==> config.mk <==
export PLATFORM = sky130hd
export DESIGN_NAME = reg_file_dump_flat
export DESIGN_NICKNAME = d
export VERILOG_FILES = /design/src/rtl/reg_file_dump_if.sv /design/src/rtl/reg_file_dump.sv /design/src/flat_wrapper.sv
export SDC_FILE = /design/constraint.sdc
export NUM_CORES = 1
export LEC_CHECK = 0
export ABC_AREA = 1
export BUFFER_PORTS_ARGS = -buffer_cell sky130_fd_sc_hd__buf_2
export CAP_MARGIN = 20
export CORE_UTILIZATION = 40
export DETAILED_ROUTE_END_ITERATION = 10
export GPL_TIMING_DRIVEN = 0
export PLACE_DENSITY = 0.67
export SYNTH_ARGS = -nofsm -noshare
export SYNTH_HDL_FRONTEND = slang
export SYNTH_SLANG_ARGS = --single-unit
==> constraint.sdc <==
create_clock -name clk -period 1.5 [get_ports clk]
set_input_delay 0.15 -clock clk [delete_from_list [all_inputs] [get_ports clk]]
set_output_delay 0.15 -clock clk [all_outputs]
set_load 0.02 [all_outputs]
==> src/rtl/reg_file_dump_if.sv <==
// Address-tagged word stream from the register-file dump engine.
// The master drives words; the slave answers with ready.
interface reg_file_dump_if #(
  parameter int unsigned ADDR_W = 3,
  parameter int unsigned DATA_W = 16
) ();
  logic              dout_valid;
  logic              dout_ready;
  logic [DATA_W-1:0] dout_data;
  logic [ADDR_W-1:0] dout_addr;

  modport master (
    output dout_valid,
    output dout_data,
    output dout_addr,
    input  dout_ready
  );

  modport slave (
    input  dout_valid,
    input  dout_data,
    input  dout_addr,
    output dout_ready
  );
endinterface

==> src/rtl/reg_file_dump.sv <==
// Scans a register file two registers per read cycle through its combinational read ports
// and streams each word, tagged with its register address, over a valid/ready stream.
module reg_file_dump #(
  parameter int unsigned NUM_REGS = 8,
  parameter int unsigned ADDR_W   = 3,
  parameter int unsigned DATA_W   = 16
) (
  input  logic              clk,
  input  logic              reset,
  input  logic              start,
  output logic              busy,
  output logic              done,
  output logic [ADDR_W-1:0] readAdd1,
  output logic [ADDR_W-1:0] readAdd2,
  input  logic [DATA_W-1:0] out1,
  input  logic [DATA_W-1:0] out2,
  reg_file_dump_if.master   strm
);

  typedef enum logic [2:0] {StIdle, StRead, StSend0, StSend1, StDone} state_e;

  localparam logic [ADDR_W-1:0] LastPair = ADDR_W'(NUM_REGS / 2 - 1);

  state_e            state_q, state_d;
  logic [ADDR_W-1:0] pair_q, pair_d;
  logic [DATA_W-1:0] buf0_q, buf0_d;
  logic [DATA_W-1:0] buf1_q, buf1_d;

  logic [ADDR_W-1:0] even_addr;
  logic              valid;
  logic [DATA_W-1:0] data;
  logic [ADDR_W-1:0] addr;

  assign even_addr = pair_q << 1;
  assign readAdd1  = even_addr;
  assign readAdd2  = even_addr | ADDR_W'(1);

  always_ff @(posedge clk) begin
    if (reset) begin
      state_q <= StIdle;
      pair_q  <= '0;
      buf0_q  <= '0;
      buf1_q  <= '0;
    end else begin
      state_q <= state_d;
      pair_q  <= pair_d;
      buf0_q  <= buf0_d;
      buf1_q  <= buf1_d;
    end
  end

  always_comb begin
    state_d = state_q;
    pair_d  = pair_q;
    buf0_d  = buf0_q;
    buf1_d  = buf1_q;
    valid   = 1'b0;
    data    = '0;
    addr    = '0;
    done    = 1'b0;
    case (state_q)
      StIdle: begin
        if (start) begin
          state_d = StRead;
          pair_d  = '0;
        end
      end
      StRead: begin
        // The whole pair is captured on one edge so both words are coherent.
        buf0_d  = out1;
        buf1_d  = out2;
        state_d = StSend0;
      end
      StSend0: begin
        valid = 1'b1;
        data  = buf0_q;
        addr  = readAdd1;
        if (strm.dout_ready) state_d = StSend1;
      end
      StSend1: begin
        valid = 1'b1;
        data  = buf1_q;
        addr  = readAdd2;
        if (strm.dout_ready) begin
          if (pair_q == LastPair) begin
            state_d = StDone;
          end else begin
            pair_d  = pair_q + ADDR_W'(1);
            state_d = StRead;
          end
        end
      end
      StDone: begin
        done    = 1'b1;
        pair_d  = '0;
        state_d = StIdle;
      end
      default: state_d = StIdle;
    endcase
  end

  assign busy            = (state_q != StIdle);
  assign strm.dout_valid = valid;
  assign strm.dout_data  = data;
  assign strm.dout_addr  = addr;

endmodule

==> src/flat_wrapper.sv <==
// flat-port wrapper written by rule: the top's interface ports become plain ports
module reg_file_dump_flat 
#(
  parameter int unsigned NUM_REGS = 8,
  parameter int unsigned ADDR_W   = 3,
  parameter int unsigned DATA_W   = 16
)
  (clk, reset, start, busy, done, readAdd1, readAdd2, out1, out2, strm_dout_valid, strm_dout_data, strm_dout_addr, strm_dout_ready);
  reg_file_dump_if #(.ADDR_W(ADDR_W), .DATA_W(DATA_W)) strm_i ();
  input  logic clk;
  input  logic reset;
  input  logic start;
  output logic busy;
  output logic done;
  output logic [ADDR_W-1:0] readAdd1;
  output logic [ADDR_W-1:0] readAdd2;
  input  logic [DATA_W-1:0] out1;
  input  logic [DATA_W-1:0] out2;
  output wire logic [$bits(strm_i.dout_valid)-1:0] strm_dout_valid;
  output wire logic [$bits(strm_i.dout_data)-1:0] strm_dout_data;
  output wire logic [$bits(strm_i.dout_addr)-1:0] strm_dout_addr;
  input wire logic [$bits(strm_i.dout_ready)-1:0] strm_dout_ready;
  assign strm_dout_valid = strm_i.dout_valid;
  assign strm_dout_data = strm_i.dout_data;
  assign strm_dout_addr = strm_i.dout_addr;
  assign strm_i.dout_ready = strm_dout_ready;
  reg_file_dump #(.NUM_REGS(NUM_REGS), .ADDR_W(ADDR_W), .DATA_W(DATA_W)) u_core (.clk(clk), .reset(reset), .start(start), .busy(busy), .done(done), .readAdd1(readAdd1), .readAdd2(readAdd2), .out1(out1), .out2(out2), .strm(strm_i));
endmodule
==> flow_summary.json, run 1 <==
{
  "outcome": "complete, no violations",
  "fin_cells": 366,
  "vias": 1733,
  "ioPinCount": 64,
  "synth_fp_nets": 278,
  "ys_ff_latch": 38,
  "gp_congestion": 0.734,
  "syn_area_per_cell_um2": 7.01,
  "worst_r2r_path_depth": 6,
  "p_per_area_nw_per_um2": 1230,
  "preCtsSetupSlack_ns": -0.0464,
  "dp.cells": 351,
  "grt_overflow": 0,
  "clock_latency_ns": 0.29,
  "ys_warn_count": 0,
  "cts-root-buf": "clkbuf_8",
  "seq_area_frac_synth": 0.452,
  "clock.fmax_ghz": 0.668,
  "hold_buffers": 0,
  "power_leakage_nw": 1.15,
  "grt_pass1_wl_um": 6830,
  "synthToLayoutAreaGrowth_pct": 44.0,
  "worstHoldEndpoint": "u_core.state_q[0]",
  "ir_worst_vdd_v": 0.000642,
  "crit_family": "buffers and inverters",
  "cpMostUsedCell": "buf_6",
  "post-route-worst-setup-slack_ns": 0.00280,
  "r2r-end": "u_core.buf0_q[6]",
  "netlist_area_um2": 1680,
  "wl_per_cell_um": 11.9,
  "cpPeakStageDelay_ns": 0.38,
  "first_global_vias": 1525,
  "die_w_um": 66.8,
  "period_minus_slack_ns": 1.50,
  "grt_max_degree": 11,
  "cts.sinks": 38,
  "yosysUniqueCellTypes": 21,
  "drive_above_1_share": 0.396,
  "grt_usage": 0.209,
  "cp.depth": 7,
  "final_common_cell": "buf_2",
  "io_buffers": 61,
  "drc": 0,
  "reg2reg_slack_ns": 0.10,
  "critical_path_class": "reg2out",
  "rows": 23,
  "period_share": 0.998,
  "cts_tree": "built",
  "worst_hold_path_type": "in2reg",
  "rsz0062_at_grt": "true",
  "dp_hpwl_um": 2970,
  "core-area_um2": 4030,
  "cp_num_buf_inv": 3,
  "dieArea_um2": 4470,
  "n_antenna_cell": 0,
  "skew_ns": 0.00431,
  "layout_common_cells": "47 x buf_2, 43 x nor2_1, 35 x dfxtp_1",
  "viasPerCell": 4.73,
  "hold_depth": 2,
  "drt_first_pass_iters": 4,
  "fillCellCount": 414,
  "cp.required_ns": 1.35,
  "start_util": 0.417,
  "ant_nets": 0,
  "antenna_found_initial": 0,
  "cp.arrival_ns": 1.35,
  "htree_levels": 2,
  "cp_slowest_cell": "dfxtp_4",
  "layout.nets": 354,
  "hold_start": "reset",
  "finalSetupViolations": 0,
  "cts_made_buffers": 5,
  "synth_cells": 240,
  "start_kind": "flip-flop",
  "multiInputGateArea_um2": 826,
  "ff_latch_area_um2": 769,
  "endpoint_kind": "output port",
  "reg2reg_from": "u_core.state_q[1]",
  "crit_path_cell_trace": "nand2_4, nor2_4, buf_6, buf_8, nand2_2, o21ai_2, buf_6",
  "hold_violations": 0,
  "cts_max_path_buffers": 2,
  "cap_violations": 0,
  "die_h_um": 66.8,
  "drv_slew": 0,
  "cp_max_fo": 8,
  "wirelength_um": 4360,
  "path_clk_slew_ns": 0.07,
  "drt_iter0_drc": 93
}
## repair_timing
action | in CTS | in global routing
pin swaps | 1 | 1
gates resized for setup | 54 | 44
setup endpoints to repair | 17 | 24
buffers inserted | 8 | 0
hold endpoints to repair | 0 | 0
cloned | 1 | 0
## routing by layer
metal	vias to the layer above	share of wire	GRT usage	routed length [um]
met5	-	0	0	0
met4	0	0.017	0.0878	74
met3	9	0.057	0.0377	248
met2	65	0.50	0.360	2170
met1	752	0.43	0.253	1870
li1	907	-	-	-
## cells in the mapped netlist
cell type | number | area [um2]
nand2_2 | 1 | 6.26
nand3b_1 | 1 | 7.51
o21ai_0 | 49 | 245
or2_1 | 1 | 6.26
and2_1 | 1 | 6.26
ha_1 | 2 | 25.0
nor2_2 | 1 | 6.26
nand3_1 | 3 | 15.0
conb_1 | 2 | 7.51
o22ai_1 | 1 | 6.26
nand4_1 | 2 | 12.5
clkbuf_1 | 5 | 18.8
buf_4 | 8 | 60.1
nor2_1 | 44 | 165
a21oi_1 | 16 | 80.1
nand2_1 | 30 | 113
inv_2 | 1 | 3.75
dfxtp_1 | 38 | 761
inv_1 | 27 | 101
nor3_1 | 2 | 10.0
buf_2 | 5 | 25.0
## stage by stage
step                cell area, um2  utilization  setup TNS, ns  total power (W)  hold slack, ns
global placement              2050        0.509         -0.462          0.00213           0.364
CTS                           2310        0.573         -0.193          0.00294          0.0538
detailed placement            2050        0.509         -0.177          0.00215           0.364
floorplan                     1680            -              0          0.00190           0.229
finish                        2420        0.601              0          0.00298          0.0635
global route                  2420        0.601         -0.534          0.00320          0.0682
## kinds of logic after synthesis
kind of cell / after synthesis / share of synthesized area
simple gates: 86 / 0.207
flops: 38 / 0.452
buf+inv: 46 / 0.124
fa+ha+maj: 2 / 0.0149
compound gates: 66 / 0.197
other cells: 2 / 0.00447
## state kept, by name, summed over array words and instances (netlist names)
name	count
u_core.pair_q	3
u_core.state_q	3
u_core.buf0_q	16
u_core.buf1_q	16
## report_power, final
part | internal, W | switching, W | leakage (nW)
logic | 0.000425 | 0.000613 | 0.797
registers | 0.00120 | 0.000100 | 0.315
clock network | 0.000320 | 0.000328 | 0.0383
total | 0.00194 | 0.00104 | 1.15
## cell type report
cell class | count | share of cell area
Buffer | 17 | 0.0475
Clock buffer | 7 | 0.0315
Tap cell | 50 | 0.0258
Multi-Input combinational cell | 156 | 0.341
Sequential cell | 38 | 0.318
Timing Repair Buffer | 70 | 0.193
Inverter | 28 | 0.0434
## worst reg2reg max path: cells and delay by family (launching register included)
family | cells | cell delay (ns)
compound gates | 1 | 0.16
buf+inv | 3 | 0.55
flops | 1 | 0.37
simple gates | 2 | 0.26
## how the worst max path moves through the flow
stage,startpoint,endpoint,slack [ns]
floorplan,u_core.state_q[0],strm_dout_data[13],0.08
global placement,u_core.state_q[2],strm_dout_data[13],-0.08
detailed placement,u_core.state_q[0],strm_dout_data[14],-0.05
CTS,u_core.state_q[1],strm_dout_data[0],-0.04
global route,u_core.state_q[0],strm_dout_data[12],-0.06
finish,u_core.state_q[1],strm_dout_data[15],0.003
Note: power is estimated with default switching activity, not from simulation.
==> inputs of run 2 (changes only) <==
--- a/config.mk
+++ b/config.mk
@@ -11,7 +11,9 @@
 export CORE_UTILIZATION = 40
 export DETAILED_ROUTE_END_ITERATION = 10
 export GPL_TIMING_DRIVEN = 0
+export HOLD_SLACK_MARGIN = 0.05
 export PLACE_DENSITY = 0.67
+export RECOVER_POWER = 25
 export SYNTH_ARGS = -nofsm -noshare
 export SYNTH_HDL_FRONTEND = slang
 export SYNTH_SLANG_ARGS = --single-unit
==> flow_summary.json, run 2 (synthesis gave the netlist of run 1 again) <==
{
  "outcome": "complete, no violations",
  "final_util": 0.599,
  "wl_met3_um": 231,
  "crit_start": "u_core.state_q[1]",
  "crit_family": "buffers and inverters",
  "gp_congestion": 0.734,
  "reg2reg_from": "u_core.state_q[1]",
  "die_h_um": 66.8,
  "cts_tree": "built",
  "period_share": 0.999,
  "ioPinCount": 64,
  "worst_r2r_path_depth": 6,
  "layout_common_cells": "43 x nor2_1, 40 x buf_2, 35 x dfxtp_1",
  "clock.fmax_ghz": 0.667,
  "cp_num_buf_inv": 3,
  "cp.required_ns": 1.35,
  "ir_worst_vdd_v": 0.000641,
  "clock_latency_ns": 0.29,
  "post-route-worst-setup-slack_ns": 0.00164,
  "period_minus_slack_ns": 1.50,
  "die_w_um": 66.8,
  "cpPeakStageDelay_ns": 0.38,
  "viasPerCell": 4.71,
  "layout.nets": 354,
  "r2r-end": "u_core.buf0_q[6]",
  "skew_ns": 0.00431,
  "wirelength_um": 4370,
  "hold_start": "reset",
  "grt_overflow": 0,
  "met2_length_um": 2180,
  "core-area_um2": 4030,
  "endpoint_kind": "output port",
  "finalSetupViolations": 0,
  "hold_depth": 2,
  "drt_iter0_drc": 91,
  "top_layer": "met4",
  "first_global_vias": 1525,
  "worst_hold_path_type": "in2reg",
  "drt_first_pass_iters": 4,
  "cpMostUsedCell": "buf_6",
  "grt_usage": 0.209,
  "rows": 23,
  "synthToLayoutAreaGrowth_pct": 43.6,
  "cp.arrival_ns": 1.35,
  "place_area_um2": 2050,
  "final_common_cell": "nor2_1",
  "drv_slew": 0,
  "antenna_found_initial": 0,
  "cp_slowest_cell": "dfxtp_4",
  "design_area_um2": 2410,
  "cp_max_fo": 8,
  "critical_path_class": "reg2out",
  "n_antenna_cell": 0,
  "start_kind": "flip-flop",
  "rsz0062_at_grt": "true",
  "reg2reg_slack_ns": 0.10,
  "dp_hpwl_um": 2970,
  "path_clk_slew_ns": 0.07,
  "reg.largest.list": "u_core.buf0_q (16), u_core.buf1_q (16)",
  "htree_levels": 2,
  "cts_max_path_buffers": 2,
  "preCtsSetupSlack_ns": -0.0464,
  "p_per_area_nw_per_um2": 1230,
  "vias": 1724,
  "wl_per_cell_um": 12.0,
  "holdWs_ns": 0.0619,
  "start_util": 0.417,
  "grt_pass1_wl_um": 6830,
  "wl_met1_um": 1890,
  "power_leakage_nw": 1.13,
  "dieArea_um2": 4470,
  "cap_violations": 0,
  "hold_violations": 0,
  "ant_nets": 0,
  "crit_path_cell_trace": "nand2_4, nor2_4, buf_6, buf_8, nand2_2, o21ai_2, buf_6",
  "power.total_w": 0.00298,
  "drc": 0,
  "fillCellCount": 418,
  "worstHoldEndpoint": "u_core.state_q[0]",
  "cts_made_buffers": 5,
  "cts.sinks": 38,
  "drive_above_1_share": 0.377,
  "cts-root-buf": "clkbuf_8",
  "grt_max_degree": 11,
  "io_buffers": 61
}
==> run 2: cell types whose count changed in the layout (fill, tap and decap cells not counted) <==
cell,previous run,this run
clkbuf_1,5,11
clkbuf_2,2,3
buf_2,47,40
==> run 2: final cells by class <==
cell class,instances,area [um2],share of cell area
buffer,17,115,0.0477
tap,50,62.6,0.0259
multi-input combinational,156,826,0.342
inverter,28,105,0.0435
timing repair buffer,70,460,0.191
clock buffer,7,76.3,0.0316
sequential,38,769,0.319
==> run 2: stage by stage <==
stage / TNS, ns / instances
floorplan: 0 / 240
global placement: -0.462 / 351
detailed placement: -0.177 / 351
CTS: -0.193 / 367
global route: -0.536 / 366
finish: 0 / 366
==> run 2: timing repair <==
item | CTS | global route
setup endpoints to repair | 17 | 24
gates resized for setup | 54 | 44
gates cloned | 1 | 0
pin swaps | 1 | 1
hold buffers | 0 | 0
setup buffers | 8 | 0
==> run 2: metal layers <==
metal | vias to the layer above | track usage
met5 | - | 0
met1 | 748 | 0.253
met2 | 60 | 0.360
li1 | 907 | -
met3 | 9 | 0.0377
met4 | 0 | 0.0878
==> run 2: power breakdown <==
| group | switching (W) | internal, W | total, W |
|---|---|---|---|
| Clock | 0.000329 | 0.000320 | 0.000649 |
| Sequential | 0.000100 | 0.00120 | 0.00130 |
| Combinational | 0.000616 | 0.000415 | 0.00103 |
| Total | 0.00105 | 0.00193 | 0.00298 |
==> run 2: how the worst max path moves through the flow <==
| stage | to | slack [ns] | cells past startpoint |
|---|---|---|---|
| final | strm_dout_data[15] | 0.002 | 7 |
| after global routing | strm_dout_data[12] | -0.06 | 7 |
| after CTS | strm_dout_data[0] | -0.04 | 7 |
| after detailed placement | strm_dout_data[14] | -0.05 | 5 |
| after global placement | strm_dout_data[13] | -0.08 | 5 |
| after floorplan | strm_dout_data[13] | 0.08 | 4 |
